File: src/rtl/pipeline_ctrl_pkg.sv
// rtl/pipeline_ctrl_pkg.sv - shared CPU pipeline control types and constants
package pipeline_ctrl_pkg;

  typedef enum logic [1:0] {
    RD_IDLE  = 2'd0,
    RD_PEND  = 2'd1,
    RD_DRAIN = 2'd2
  } redirect_state_e;

  localparam int BRANCH_MODE_SQUASH_IF_ID = 0;
  localparam int BRANCH_MODE_DELAY_SLOT   = 1;

endpackage

File: src/rtl/pipeline_ctrl_hazard_wait_timer.sv
// rtl/pipeline_ctrl_hazard_wait_timer.sv - saturating mem wait counter with sticky timeout error
module hazard_wait_timer
  import pipeline_ctrl_pkg::*;
#(
  parameter int MEM_TIMEOUT = 255
) (
  input  logic clk,
  input  logic rst_n,
  input  logic run,
  input  logic mem_done,
  output logic timeout_err
);

  localparam int W = (MEM_TIMEOUT < 1) ? 1 : $clog2(MEM_TIMEOUT + 1);
  localparam logic [W-1:0] LIMIT = W'(MEM_TIMEOUT);

  logic [W-1:0] wait_cnt;

  // The error fires on the edge where the count reaches LIMIT; the count then parks there.
  always_ff @(posedge clk or negedge rst_n) begin
    if (!rst_n) begin
      wait_cnt    <= '0;
      timeout_err <= 1'b0;
    end else if (run) begin
      if (mem_done) begin
        wait_cnt <= '0;
      end else begin
        if (wait_cnt != LIMIT) wait_cnt <= wait_cnt + 1'b1;
        if (wait_cnt >= LIMIT - 1'b1) timeout_err <= 1'b1;
      end
    end
  end

endmodule

File: src/rtl/pipeline_ctrl.sv
// rtl/pipeline_ctrl.sv - 5-stage pipeline stall/flush and branch redirect control
module pipeline_ctrl
  import pipeline_ctrl_pkg::*;
#(
  parameter int ADDR_WIDTH     = 32,
  parameter int REG_ADDR_WIDTH = 5,
  parameter int BRANCH_MODE    = 0,
  parameter int MEM_TIMEOUT    = 255,
  parameter int CNT_WIDTH      = 32
) (
  input  logic                      clk,
  input  logic                      rst_n,
  input  logic                      run,
  input  logic                      fetch_done,
  input  logic [REG_ADDR_WIDTH-1:0] id_rs,
  input  logic [REG_ADDR_WIDTH-1:0] id_rt,
  input  logic                      id_use_rs,
  input  logic                      id_use_rt,
  input  logic [REG_ADDR_WIDTH-1:0] ex_dst,
  input  logic                      ex_load,
  input  logic                      ex_branch,
  input  logic [ADDR_WIDTH-1:0]     ex_target,
  input  logic                      mem_done,
  output logic                      if_stall,
  output logic                      if_flush,
  output logic                      id_stall,
  output logic                      id_flush,
  output logic                      ex_stall,
  output logic                      ex_flush,
  output logic                      mem_stall,
  output logic                      mem_flush,
  output logic                      wb_stall,
  output logic                      wb_flush,
  output logic                      redirect_valid,
  output logic [ADDR_WIDTH-1:0]     redirect_pc,
  output logic                      mem_timeout_err,
  output logic [CNT_WIDTH-1:0]      stall_cnt,
  output logic [CNT_WIDTH-1:0]      squash_cnt
);

  redirect_state_e         state_q, state_d;
  logic [ADDR_WIDTH-1:0]   target_q, target_d;
  logic                    rs_hit, rt_hit, load_use, accept;

  assign rs_hit   = id_use_rs && (id_rs == ex_dst) && (id_rs != '0);
  assign rt_hit   = id_use_rt && (id_rt == ex_dst) && (id_rt != '0);
  assign load_use = ex_load && (rs_hit || rt_hit);

  always_ff @(posedge clk or negedge rst_n) begin
    if (!rst_n) begin
      state_q  <= RD_IDLE;
      target_q <= '0;
    end else begin
      state_q  <= state_d;
      target_q <= target_d;
    end
  end

  // Stalls chain back from later stages; run=0 forces every stage to hold and flush.
  always_comb begin
    state_d        = state_q;
    target_d       = target_q;
    redirect_valid = 1'b0;
    redirect_pc    = ex_target;
    accept         = 1'b0;

    wb_stall  = !run;
    wb_flush  = !run;
    mem_stall = !run || !mem_done;
    mem_flush = !run || !mem_done;
    ex_stall  = mem_stall;
    ex_flush  = !run || load_use;
    id_stall  = ex_stall || load_use;
    if_stall  = id_stall || !fetch_done;

    if (run) begin
      case (state_q)
        RD_IDLE: begin
          if (ex_branch && !ex_stall) begin
            accept = 1'b1;
            if (!fetch_done) begin
              redirect_valid = 1'b1;
              state_d        = RD_DRAIN;
            end else if (!if_stall) begin
              redirect_valid = 1'b1;
            end else begin
              target_d = ex_target;
              state_d  = RD_PEND;
            end
          end
        end
        RD_PEND: begin
          redirect_valid = 1'b1;
          redirect_pc    = target_q;
          if (!if_stall) state_d = RD_IDLE;
        end
        RD_DRAIN: begin
          if (fetch_done) state_d = RD_IDLE;
        end
        default: state_d = RD_IDLE;
      endcase
    end

    if_flush = !run || !fetch_done || accept || (state_q == RD_DRAIN);
    id_flush = !run || (accept && (BRANCH_MODE == BRANCH_MODE_SQUASH_IF_ID));
  end

  always_ff @(posedge clk or negedge rst_n) begin
    if (!rst_n) begin
      stall_cnt  <= '0;
      squash_cnt <= '0;
    end else if (run) begin
      if (id_stall) stall_cnt <= stall_cnt + 1'b1;
      if (accept) squash_cnt <= squash_cnt + 1'b1;
    end
  end

  hazard_wait_timer #(
    .MEM_TIMEOUT(MEM_TIMEOUT)
  ) u_wait_timer (
    .clk        (clk),
    .rst_n      (rst_n),
    .run        (run),
    .mem_done   (mem_done),
    .timeout_err(mem_timeout_err)
  );

endmodule
File: config.mk
export PLATFORM = sky130hd
export DESIGN_NAME = pipeline_ctrl
export DESIGN_NICKNAME = d
export VERILOG_FILES = /design/src/rtl/pipeline_ctrl_pkg.sv /design/src/rtl/pipeline_ctrl_hazard_wait_timer.sv /design/src/rtl/pipeline_ctrl.sv
export SDC_FILE = /design/constraint.sdc
export NUM_CORES = 1
export LEC_CHECK = 0
export BUFFER_PORTS_ARGS = -buffer_cell sky130_fd_sc_hd__buf_2
export CAP_MARGIN = 5
export CORE_ASPECT_RATIO = 1.75
export CORE_MARGIN = 8
export CORE_UTILIZATION = 45
export CTS_BUF_LIST = sky130_fd_sc_hd__clkbuf_8
export DETAILED_ROUTE_END_ITERATION = 12
export GPL_ROUTABILITY_DRIVEN = 0
export MAX_ROUTING_LAYER = met4
export PLACE_DENSITY = 0.69
export SLEW_MARGIN = 10
export SYNTH_ARGS = -nofsm -noshare
export SYNTH_HDL_FRONTEND = slang
export SYNTH_HIERARCHICAL = 1
export SYNTH_SLANG_ARGS = --single-unit
export TNS_END_PERCENT = 10
File: constraint.sdc
create_clock -name clk -period 2.6 [get_ports clk]
set_clock_uncertainty 0.15 [all_clocks]
set_input_delay 0.13 -clock clk [delete_from_list [all_inputs] [get_ports clk]]
set_output_delay 0.13 -clock clk [all_outputs]
set_load 0.02 [all_outputs]
==> PnR_summary.wiki, run 1 <==
{| class="wikitable"
! Metric !! Value
|-
| Total of flip-flops plus latches after synthesis || 107
|-
| Power consumption || 3.78 mW
|-
| Required arrival time at the worst endpoint || 2.71 ns
|-
| RR Startpoint || state_q[0]$_DFFE_PN0P_
|-
| CTS Buf Count || 9
|-
| Initial antenna violation count || 2
|-
| Detailed-route DRC error count || 0
|-
| Total half-perimeter wirelength after legalization and detailed placement || 10.5 mm
|-
| Final routed wirelength across all metal layers || 14.6 mm
|-
| CP cell instances || nor3b_1, nand2_1, or3_2, buf_12, mux2_4
|-
| Number of cells produced by synthesis || 483
|-
| Total gr overflow || 0
|-
| Number of synthesized flops with an enable pin || 0
|-
| GRT Total Usage || 19.1%
|-
| Maximum clock path buffer count || 2
|-
| Max IR drop VDD || 0.419 mV
|-
| Initial DRC count || 136
|-
| Vias/cell || 5.26
|-
| TritonCTS Sinks || 107
|-
| Length in cells of the worst reg-to-reg path || 5
|-
| PD cells || 538 nW/um2
|-
| Final critical delay including setup and external delays || 2.29 ns
|-
| Worst max-slew margin expressed relative to the limit || 50.1%
|-
| Vias in the first global route || 4961
|-
| Commonest non-fill, non-tap cells in the layout || 162 x sky130_fd_sc_hd__buf_2, 107 x sky130_fd_sc_hd__dfrtp_1, 56 x sky130_fd_sc_hd__xnor2_1
|-
| Via count || 4474
|-
| 1st-pass router iterations || 4
|-
| Number of maximum-capacitance constraint violations || 0
|-
| Deepest level of the CTS H-tree || 3
|-
| Die width || 99.8 um
|-
| Root Driver || sky130_fd_sc_hd__clkbuf_8
|-
| Maximum number of pins on one net before global-route repair || 59
|-
| Resize count post-CTS || 0
|-
| Post-Place Cell Area || 6480 um2
|-
| Chip Height || 163 um
|-
| Final number of max-transition violations || 0
|-
| Share of the clock period used by the worst path || 88.0%
|-
| Sequential area share after synthesis || 48.4%
|-
| Final std cell area, no fill || 7030 um2
|-
| Leak || 3.58 nW
|-
| Clock latency on the worst-skew pair || 0.36 ns
|-
| Highest cell delay on the worst timing path || 0.48 ns
|-
| Count of pins on the block boundary || 164
|-
| Class of the most critical setup path || reg2reg
|-
| Number of hold-slack violations in the final timing report || 0
|-
| Commonest non-fill, non-tap cell in the layout || sky130_fd_sc_hd__buf_2
|-
| R2r setup slk || 0.31 ns
|-
| Netlist cell types || 48
|-
| Worst Setup End Kind || flop
|-
| Per-cell routed wire length || 17.2 um
|-
| Post-DRT Antenna Nets || 0
|-
| Synth warn || 6
|-
| Outcome || finished clean
|-
| Number of standard-cell rows in the floorplan || 53
|-
| Post-layout net count || 739
|-
| Cell count of the worst hold path || 4
|-
| Clk pin slew, worst setup/hold paths || 0.10 ns
|-
| Finish-stage setup viols || 0
|-
| Synth async-reset ratio || 100%
|-
| TritonCTS clock tree || done
|-
| Avg Cell Area, Syn || 11.5 um2
|-
| Share of final-layout standard cells stronger than drive strength 1 || 38.0%
|-
| RSZ-0062 raised after global routing || false
|-
| Total setup buffers inserted after CTS || 0
|-
| First-pass GRT wire length || 24.5 mm
|-
| Setup total negative slack || 0 ns
|-
| Core Region || 12000 um2
|-
| Quantity of I/O buffers inserted on ports || 163
|-
| Initial Utilization || 46.1%
|-
| CP Data Arrival Time || 2.39 ns
|-
| Top_reg_cell synth || sky130_fd_sc_hd__dfrtp_1
|-
| Setup crit start kind || flop
|-
| Reg-to-reg critical path endpoint || target_q[27]$_DFFE_PN0P_
|-
| Largest fanout on the critical path || 32
|-
| Transition time at the pin with the least slew margin || 0.749 ns
|-
| Cell area after synthesis || 5530 um2
|-
| Timing-limited maximum frequency || 437 MHz
|-
| Classification of the worst-slack hold path || in2reg
|-
| Cells after DPL || 798
|-
| Layout Area Growth over Synthesis || 27.1%
|-
| Slowest stage cell, crit path || sky130_fd_sc_hd__or3_2
|-
| Post-route insts no fill || 851
|-
| Number of nets in the synthesized netlist || 543
|-
| Floorplan die area || 16200 um2
|-
| Min-delay src || mem_done
|-
| Worst hold endpoint || u_wait_timer/wait_cnt[7]$_DFFE_PN0P_
|}
-- cells by family after synthesis --
family	count (synthesis)	synth area share, %
mux	65	15.3
compound gates	32	3.89
flops	107	48.4
buf+inv	31	3.69
fa+ha+maj	4	0.905
xor+xnor	70	11.1
simple gates	174	16.8
-- power by group --
| group | switching (mW) | internal [mW] | total, mW |
|---|---|---|---|
| combinational | 0.531 | 0.385 | 0.915 |
| sequential | 0.122 | 1.75 | 1.87 |
| clock | 0.582 | 0.413 | 0.996 |
-- critical path: cells and delay by family (launching register included) --
kind / cells / cell delay (ns)
buffers and inverters: 1 / 0.21
flip-flops: 1 / 0.45
multiplexers: 1 / 0.32
AND/OR/NAND/NOR: 3 / 1.03
-- per-layer routing --
metal / GRT usage [%] / wire length, um / up-vias
li1: - / - / 2090
met1: 21.3 / 5940 / 2175
met2: 32.0 / 7470 / 170
met3: 3.04 / 601 / 39
met4: 9.97 / 588 / 0
met5: - / 0 / -
-- registers in the layout (all words and copies together) (netlist names) --
name	count
squash_cnt	32
stall_cnt	32
state_q	2
target_q	32
u_wait_timer/timeout_err	1
u_wait_timer/wait_cnt	8
-- timing repair --
item                       in CTS  in global routing
hold buffers                   35                  0
hold endpoints to repair       91                  0
setup endpoints to repair       0                  0
-- area by class of cell --
type	instances	area, um2
antenna	2	5.00
clock buffer	11	151
clock inverter	5	43.8
fill	1016	4970
inverter	9	33.8
multi-input combinational	345	2650
sequential	107	2680
tap	165	206
timing repair buffer	207	1260
-- through the flow --
step	setup slack, ns	hold WS [ns]	utilization [%]
finish	0.312	0.0405	58.6
detailed placement	0.332	0.0985	54.0
global placement	0.387	0.0868	54.0
floorplan	0.491	-0.316	-
global route	0.173	0.0687	58.6
CTS	0.311	0.0282	58.5
-- worst max path at each step --
stage                           startpoint                    endpoint  slack, ns
floorplan           state_q[0]$_DFFE_PN0P_     target_q[0]$_DFFE_PN0P_       0.49
global placement                  id_rs[4]    target_q[28]$_DFFE_PN0P_       0.39
CTS                 state_q[0]$_DFFE_PN0P_     target_q[8]$_DFFE_PN0P_       0.31
detailed placement  state_q[0]$_DFFE_PN0P_    target_q[22]$_DFFE_PN0P_       0.33
finish              state_q[0]$_DFFE_PN0P_    target_q[27]$_DFFE_PN0P_       0.31
global route        state_q[0]$_DFFE_PN0P_  squash_cnt[19]$_DFFE_PN0P_       0.17
-- Yosys cell counts (2+ instances only) --
cell type                  number  area (um2)
sky130_fd_sc_hd__buf_4          7        52.6
sky130_fd_sc_hd__o31a_2         2        20.0
sky130_fd_sc_hd__inv_1          9        33.8
sky130_fd_sc_hd__a21oi_1       10        50.1
sky130_fd_sc_hd__and3_1        14        87.6
sky130_fd_sc_hd__ha_1           4        50.1
sky130_fd_sc_hd__nor2_1        20        75.1
sky130_fd_sc_hd__xnor2_1       56         490
sky130_fd_sc_hd__mux2_2        35         394
sky130_fd_sc_hd__o211ai_1       2        15.0
sky130_fd_sc_hd__nand4_1       22         138
sky130_fd_sc_hd__nor3_1         6        30.0
sky130_fd_sc_hd__dfrtp_1      107        2680
sky130_fd_sc_hd__buf_1          2        7.51
sky130_fd_sc_hd__a31oi_1        3        18.8
sky130_fd_sc_hd__nand3_1       40         200
sky130_fd_sc_hd__buf_2          4        20.0
sky130_fd_sc_hd__buf_12         3        60.1
sky130_fd_sc_hd__nor3b_1        2        15.0
sky130_fd_sc_hd__and4_1         8        70.1
sky130_fd_sc_hd__nand4b_1       2        17.5
sky130_fd_sc_hd__nor2b_1        2        12.5
sky130_fd_sc_hd__xor2_1        14         123
sky130_fd_sc_hd__and2_1         7        43.8
sky130_fd_sc_hd__nand2_1       41         154
sky130_fd_sc_hd__nand2b_1       2        12.5
sky130_fd_sc_hd__o21ai_0        5        25.0
sky130_fd_sc_hd__mux2_4        30         450
sky130_fd_sc_hd__clkbuf_1       5        18.8
(Power assumes the default switching activity.)
==> run 2, diff against run 1 <==
--- a/config.mk
+++ b/config.mk
@@ -10,7 +10,7 @@
 export CORE_ASPECT_RATIO = 1.75
 export CORE_MARGIN = 8
 export CORE_UTILIZATION = 45
-export CTS_BUF_LIST = sky130_fd_sc_hd__clkbuf_8
+export CTS_BUF_LIST = sky130_fd_sc_hd__clkbuf_4
 export DETAILED_ROUTE_END_ITERATION = 12
 export GPL_ROUTABILITY_DRIVEN = 0
 export MAX_ROUTING_LAYER = met4
==> run 2 against run 1 <==
  * First-iteration DRC count fell by 5.9%
  * Sequential share of layout area rose by 0.24 points
  * Hold slack better by 0.045 ns
  * Global-route usage is 0.13 points higher
  * Count of clock-buffer cells in the layout is 2 lower
  * Maximum frequency is 0.99% lower
  * Critical path depth unchanged
  * Power fell by 5.8%
  * Cell count up 0.47%
  * Critical path type unchanged
==> PnR_summary.wiki, run 2 (synthesis gave the netlist of run 1 again) <==
{| class="wikitable"
! Metric !! Value
|-
| Number of hold-slack violations in the final timing report || 0
|-
| Vias/cell || 5.27
|-
| Final routed wirelength across all metal layers || 14.7 mm
|-
| Detailed-route DRC error count || 0
|-
| RSZ-0062 raised after global routing || false
|-
| Post-DRT Antenna Nets || 0
|-
| Finish-stage setup viols || 0
|-
| Initial Utilization || 46.1%
|-
| Vias in the first global route || 4993
|-
| Commonest non-fill, non-tap cell in the layout || sky130_fd_sc_hd__buf_2
|-
| Floorplan die area || 16200 um2
|-
| Root Driver || sky130_fd_sc_hd__clkbuf_4
|-
| Count of pins on the block boundary || 164
|-
| Maximum clock path buffer count || 2
|-
| Launch point of the worst path || state_q[0]$_DFFE_PN0P_
|-
| Number of standard-cell rows in the floorplan || 53
|-
| Post-layout net count || 742
|-
| Chip Height || 163 um
|-
| Clock latency on the worst-skew pair || 0.45 ns
|-
| Max IR drop VDD || 0.403 mV
|-
| Count of fill cells added during filler insertion || 1025
|-
| Final critical delay including setup and external delays || 2.31 ns
|-
| Total setup buffers inserted after CTS || 0
|-
| Commonest non-fill, non-tap cells in the layout || 162 x sky130_fd_sc_hd__buf_2, 107 x sky130_fd_sc_hd__dfrtp_1, 56 x sky130_fd_sc_hd__xnor2_1
|-
| Total half-perimeter wirelength after legalization and detailed placement || 10.5 mm
|-
| Layout Area Growth over Synthesis || 26.3%
|-
| Per-cell routed wire length || 17.2 um
|-
| R2r setup slk || 0.29 ns
|-
| Biggest regs || squash_cnt (32), stall_cnt (32), target_q (32)
|-
| Quantity of I/O buffers inserted on ports || 163
|-
| Setup total negative slack || 0 ns
|-
| Sequential cell area in the final layout || 2680 um2
|-
| Die width || 99.8 um
|-
| Worst Setup End Kind || flop
|-
| Clk pin slew, worst setup/hold paths || 0.16 ns
|-
| First-pass GRT wire length || 24.6 mm
|-
| Worst setup slack after layout || 0.289 ns
|-
| Timing-limited maximum frequency || 433 MHz
|-
| Worst max-slew margin expressed relative to the limit || 50.0%
|-
| Initial DRC count || 128
|-
| Share of the clock period used by the worst path || 88.9%
|-
| GRT Total Usage || 19.2%
|-
| Length in cells of the worst reg-to-reg path || 5
|-
| Critical path capture point || target_q[8]$_DFFE_PN0P_
|-
| CP Data Arrival Time || 2.50 ns
|-
| Classification of the worst-slack hold path || in2reg
|-
| Deepest level of the CTS H-tree || 3
|-
| Total gr overflow || 0
|-
| TritonCTS Sinks || 107
|-
| Final number of max-transition violations || 0
|-
| Reg-to-reg critical path endpoint || target_q[8]$_DFFE_PN0P_
|-
| Post-CTS Hold Fix Bufs || 38
|-
| RR Startpoint || state_q[0]$_DFFE_PN0P_
|-
| Required arrival time at the worst endpoint || 2.79 ns
|-
| Leak || 3.55 nW
|-
| Class of the most critical setup path || reg2reg
|-
| Total area of multi-input combinational cells || 2650 um2
|-
| TritonCTS clock tree || done
|-
| Outcome || finished clean
|-
| Initial antenna violation count || 3
|-
| Number of maximum-capacitance constraint violations || 0
|-
| CTS Buf Count || 9
|-
| PD cells || 510 nW/um2
|-
| 1st-pass router iterations || 4
|-
| Worst Setup Slack post-DPL || 0.332 ns
|-
| Via count || 4506
|-
| Setup crit start kind || flop
|-
| Share of final-layout standard cells stronger than drive strength 1 || 37.6%
|-
| Transition time at the pin with the least slew margin || 0.749 ns
|-
| Core Region || 12000 um2
|-
| Resize count post-CTS || 0
|-
| Maximum number of pins on one net before global-route repair || 59
|-
| Largest fanout on the critical path || 32
|}
-- run 2: how the worst min path moves through the flow --
stage	start	end	slack, ns	depth (start not counted)
6_report	run	u_wait_timer/wait_cnt[6]$_DFFE_PN0P_	0.09	3
5_1_grt	run	stall_cnt[9]$_DFFE_PN0P_	0.07	4
4_1_cts	run	stall_cnt[12]$_DFFE_PN0P_	0.04	4
3_5_place_dp	rst_n	squash_cnt[29]$_DFFE_PN0P_	0.1	1
3_3_place_gp	rst_n	squash_cnt[29]$_DFFE_PN0P_	0.09	1
2_1_floorplan	rst_n	squash_cnt[0]$_DFFE_PN0P_	-0.32	0
-- run 2: area by class of cell --
type | instances | area share [%]
sequential | 107 | 38.3
multi-input combinational | 345 | 38.0
timing repair buffer | 210 | 18.5
tap | 165 | 2.95
clock buffer | 9 | 0.967
clock inverter | 7 | 0.734
inverter | 9 | 0.483
antenna | 3 | 0.107
-- run 2: power by group --
group	switching (mW)	internal (mW)
sequential	0.122	1.75
combinational	0.531	0.387
clock	0.571	0.203
total	1.22	2.34
-- run 2: metrics by stage --
step                power, mW  hold slack (ns)  cell area (um2)  instances  utilization, %
floorplan                2.42           -0.316             5530        483               -
global placement         2.75           0.0868             6480        798            54.0
detailed placement       2.78           0.0985             6480        798            54.0
CTS                      3.60           0.0438             6980        852            58.2
global route             3.77           0.0684             6990        855            58.2
finish                   3.57           0.0856             6990        855            58.2
-- run 2: layer usage --
layer | global-route usage (%) | routed length (um) | share of wire, %
met2 | 32.1 | 7520 | 51
met4 | 10.3 | 573 | 3.9
met5 | - | 0 | 0
met3 | 3.30 | 663 | 4.5
met1 | 21.4 | 5940 | 40
-- run 2: critical path: stages, from the launching register on --
cell and delay [ns]:
sky130_fd_sc_hd__dfrtp_1 0.47, sky130_fd_sc_hd__nor3b_1 0.35, sky130_fd_sc_hd__nand2_1 0.22, sky130_fd_sc_hd__or3_2 0.48, sky130_fd_sc_hd__buf_12 0.22, sky130_fd_sc_hd__mux2_4 0.32
==> run 3, diff against run 2 <==
--- a/config.mk
+++ b/config.mk
@@ -13,7 +13,6 @@
 export CTS_BUF_LIST = sky130_fd_sc_hd__clkbuf_4
 export DETAILED_ROUTE_END_ITERATION = 12
 export GPL_ROUTABILITY_DRIVEN = 0
-export MAX_ROUTING_LAYER = met4
 export PLACE_DENSITY = 0.69
 export SLEW_MARGIN = 10
 export SYNTH_ARGS = -nofsm -noshare
==> constraint.sdc (replaced) <==
create_clock -name clk -period 3 [get_ports clk]
set_clock_uncertainty 0.15 [all_clocks]
set_input_delay 0.75 -clock clk [delete_from_list [all_inputs] [get_ports clk]]
set_output_delay 0.75 -clock clk [all_outputs]
set_load 0.02 [all_outputs]
==> run 3 against run 2 <==
  * Global-route usage fell by 1.8 points
  * Largest power group unchanged
  * Count of clock-buffer cells in the layout did not move
  * Highest routed layer unchanged
  * Power fell by 14%
  * Register-to-register slack improved by 0.32 ns
  * Sequential power fell by 13%
  * Wire length fell by 4.9%
  * Design area fell by 4.4%
==> PnR_summary.wiki, run 3 (synthesis gave the netlist of run 1 again) <==
{| class="wikitable"
! Metric !! Value
|-
| Detailed-route DRC error count || 0
|-
| Delay-heaviest family, CP || simple AND/OR/NAND/NOR gates
|-
| First-pass GRT wire length || 23.1 mm
|-
| Total area of multi-input combinational cells || 2660 um2
|-
| Transition time at the pin with the least slew margin || 0.613 ns
|-
| Commonest non-fill, non-tap cell in the layout || sky130_fd_sc_hd__buf_2
|-
| TritonCTS Sinks || 107
|-
| Post-route insts no fill || 821
|-
| Final number of max-transition violations || 0
|-
| CP cell instances || buf_2, or4_4, a21oi_2, o31a_2, o21ai_1, nand2_1, buf_4
|-
| Maximum number of pins on one net before global-route repair || 65
|-
| Commonest non-fill, non-tap cells in the layout || 161 x sky130_fd_sc_hd__buf_2, 107 x sky130_fd_sc_hd__dfrtp_1, 56 x sky130_fd_sc_hd__xnor2_1
|-
| Initial DRC count || 87
|-
| RSZ-0062 raised after global routing || false
|-
| TritonCTS clock tree || done
|-
| Via count || 4372
|-
| Deepest level of the CTS H-tree || 3
|-
| Chip Height || 163 um
|-
| Number of hold-slack violations in the final timing report || 0
|-
| Power consumption || 3.07 mW
|-
| Setup total negative slack || 0 ns
|-
| Setup crit start kind || primary input
|-
| Per-cell routed wire length || 17.0 um
|-
| Core Region || 12000 um2
|-
| Finish-stage setup viols || 0
|-
| Count of pins on the block boundary || 164
|-
| Share of the clock period used by the worst path || 98.4%
|-
| Vias/cell || 5.33
|-
| CP Data Arrival Time || 2.05 ns
|-
| Share of final-layout standard cells stronger than drive strength 1 || 40.8%
|-
| Cells after DPL || 804
|-
| Floorplan die area || 16200 um2
|-
| Number of maximum-capacitance constraint violations || 0
|-
| Die width || 99.8 um
|-
| Class of the most critical setup path || in2out
|-
| Worst Setup End Kind || output port
|-
| Initial Utilization || 46.1%
|-
| Leak || 3.44 nW
|-
| Timing-limited maximum frequency || 339 MHz
|-
| Required arrival time at the worst endpoint || 2.10 ns
|-
| Total half-perimeter wirelength after legalization and detailed placement || 10.6 mm
|-
| Clk pin slew, worst setup/hold paths || 0.16 ns
|-
| Worst max-slew margin expressed relative to the limit || 58.8%
|-
| Initial antenna violation count || 1
|-
| PD cells || 459 nW/um2
|-
| Slowest stage cell, crit path || sky130_fd_sc_hd__or4_4
|-
| Vias in the first global route || 4736
|-
| Layout Area Growth over Synthesis || 20.7%
|-
| Buf+Inv Stages, Crit Path || 2
|-
| Max IR drop VDD || 0.311 mV
|-
| Total gr overflow || 0
|-
| Outcome || finished clean
|-
| End-of-flow core utilization || 55.6%
|-
| Biggest regs || squash_cnt (32), stall_cnt (32), target_q (32)
|-
| Post-DRT Antenna Nets || 0
|-
| CTS Buf Count || 9
|-
| Post-layout net count || 711
|-
| Classification of the worst-slack hold path || reg2reg
|-
| Largest fanout on the critical path || 5
|-
| 1st-pass router iterations || 4
|-
| Number of standard-cell rows in the floorplan || 53
|-
| Count of fill cells added during filler insertion || 1056
|-
| GRT Total Usage || 17.5%
|-
| Final routed wirelength across all metal layers || 14.0 mm
|-
| Root Driver || sky130_fd_sc_hd__clkbuf_4
|-
| Highest cell delay on the worst timing path || 0.53 ns
|-
| Maximum clock path buffer count || 2
|-
| Clock latency on the worst-skew pair || 0.44 ns
|-
| Hold Slack || 0.339 ns
|-
| Quantity of I/O buffers inserted on ports || 163
|-
| Final critical delay including setup and external delays || 2.95 ns
|-
| Sequential cell area in the final layout || 2680 um2
|}
-- run 3: cell types whose count changed in the layout (fill, tap and decap cells not counted), moves of 2 or more --
cell	change
sky130_fd_sc_hd__clkinv_1	-2
sky130_fd_sc_hd__diode_2	-2
sky130_fd_sc_hd__buf_4	+6
sky130_fd_sc_hd__dlygate4sd3_1	-37
-- run 3: final timing paths --
path                                                      start                              endpoint  slack [ns]  cells after the start
max                                                   ex_dst[0]                        redirect_valid        0.05                      7
min                        u_wait_timer/timeout_err$_DFFE_PN0P_  u_wait_timer/timeout_err$_DFFE_PN0P_        0.34                      1
max reg2reg                              state_q[0]$_DFFE_PN0P_              target_q[11]$_DFFE_PN0P_        0.61                      5
min reg2reg                u_wait_timer/timeout_err$_DFFE_PN0P_  u_wait_timer/timeout_err$_DFFE_PN0P_        0.34                      1
max in group asynchronous                                 rst_n              target_q[11]$_DFFE_PN0P_        1.52                      3
min in group asynchronous                                 rst_n            squash_cnt[21]$_DFFE_PN0P_        0.50                      2
-- run 3: final cells by class --
cell class                      count  area share (%)
Antenna cell                        1          0.0375
Clock buffer                        9            1.01
Clock inverter                      6           0.749
Inverter                            9           0.506
Multi-Input combinational cell    345            39.8
Sequential cell                   107            40.1
Tap cell                          165            3.09
Timing Repair Buffer              179            14.7
-- run 3: what timing repair did --
action / CTS / global route
setup endpoints to repair: 1 / 1
endpoints found under the hold margin: 11 / 0
gates resized for setup: 1 / 3
hold buffers: 1 / 0
pin swaps: 1 / 2
gates cloned: 0 / 0
setup buffers: 0 / 0
-- run 3: through the flow --
| stage | cell area (um2) | worst slack, ns |
|---|---|---|
| after CTS | 6670 | 0.0107 |
| after detailed placement | 6540 | -0.0331 |
| after global routing | 6680 | 0.0139 |
| after floorplan | 5530 | 0.241 |
| after global placement | 6540 | 0.00898 |
| final | 6680 | 0.0493 |
-- run 3: power breakdown --
part           switching, mW  internal [mW]  total, mW
logic                  0.454          0.318      0.772
clock network          0.495          0.179      0.674
registers              0.103           1.52       1.62
total                   1.05           2.02       3.07
-- run 3: metal layers --
metal  part of all wire, %  GRT usage, %
met5                     0             0
met4                   2.8          7.34
met3                   5.6          4.11
met2                    51          30.4
met1                    41          19.9
-- run 3: worst register-to-register path, delay by kind of cell, from the launching register on --
family,cells,cell delay [ns]
simple gates,3,1.10
mux,1,0.35
buf+inv,1,0.21
flops,1,0.48
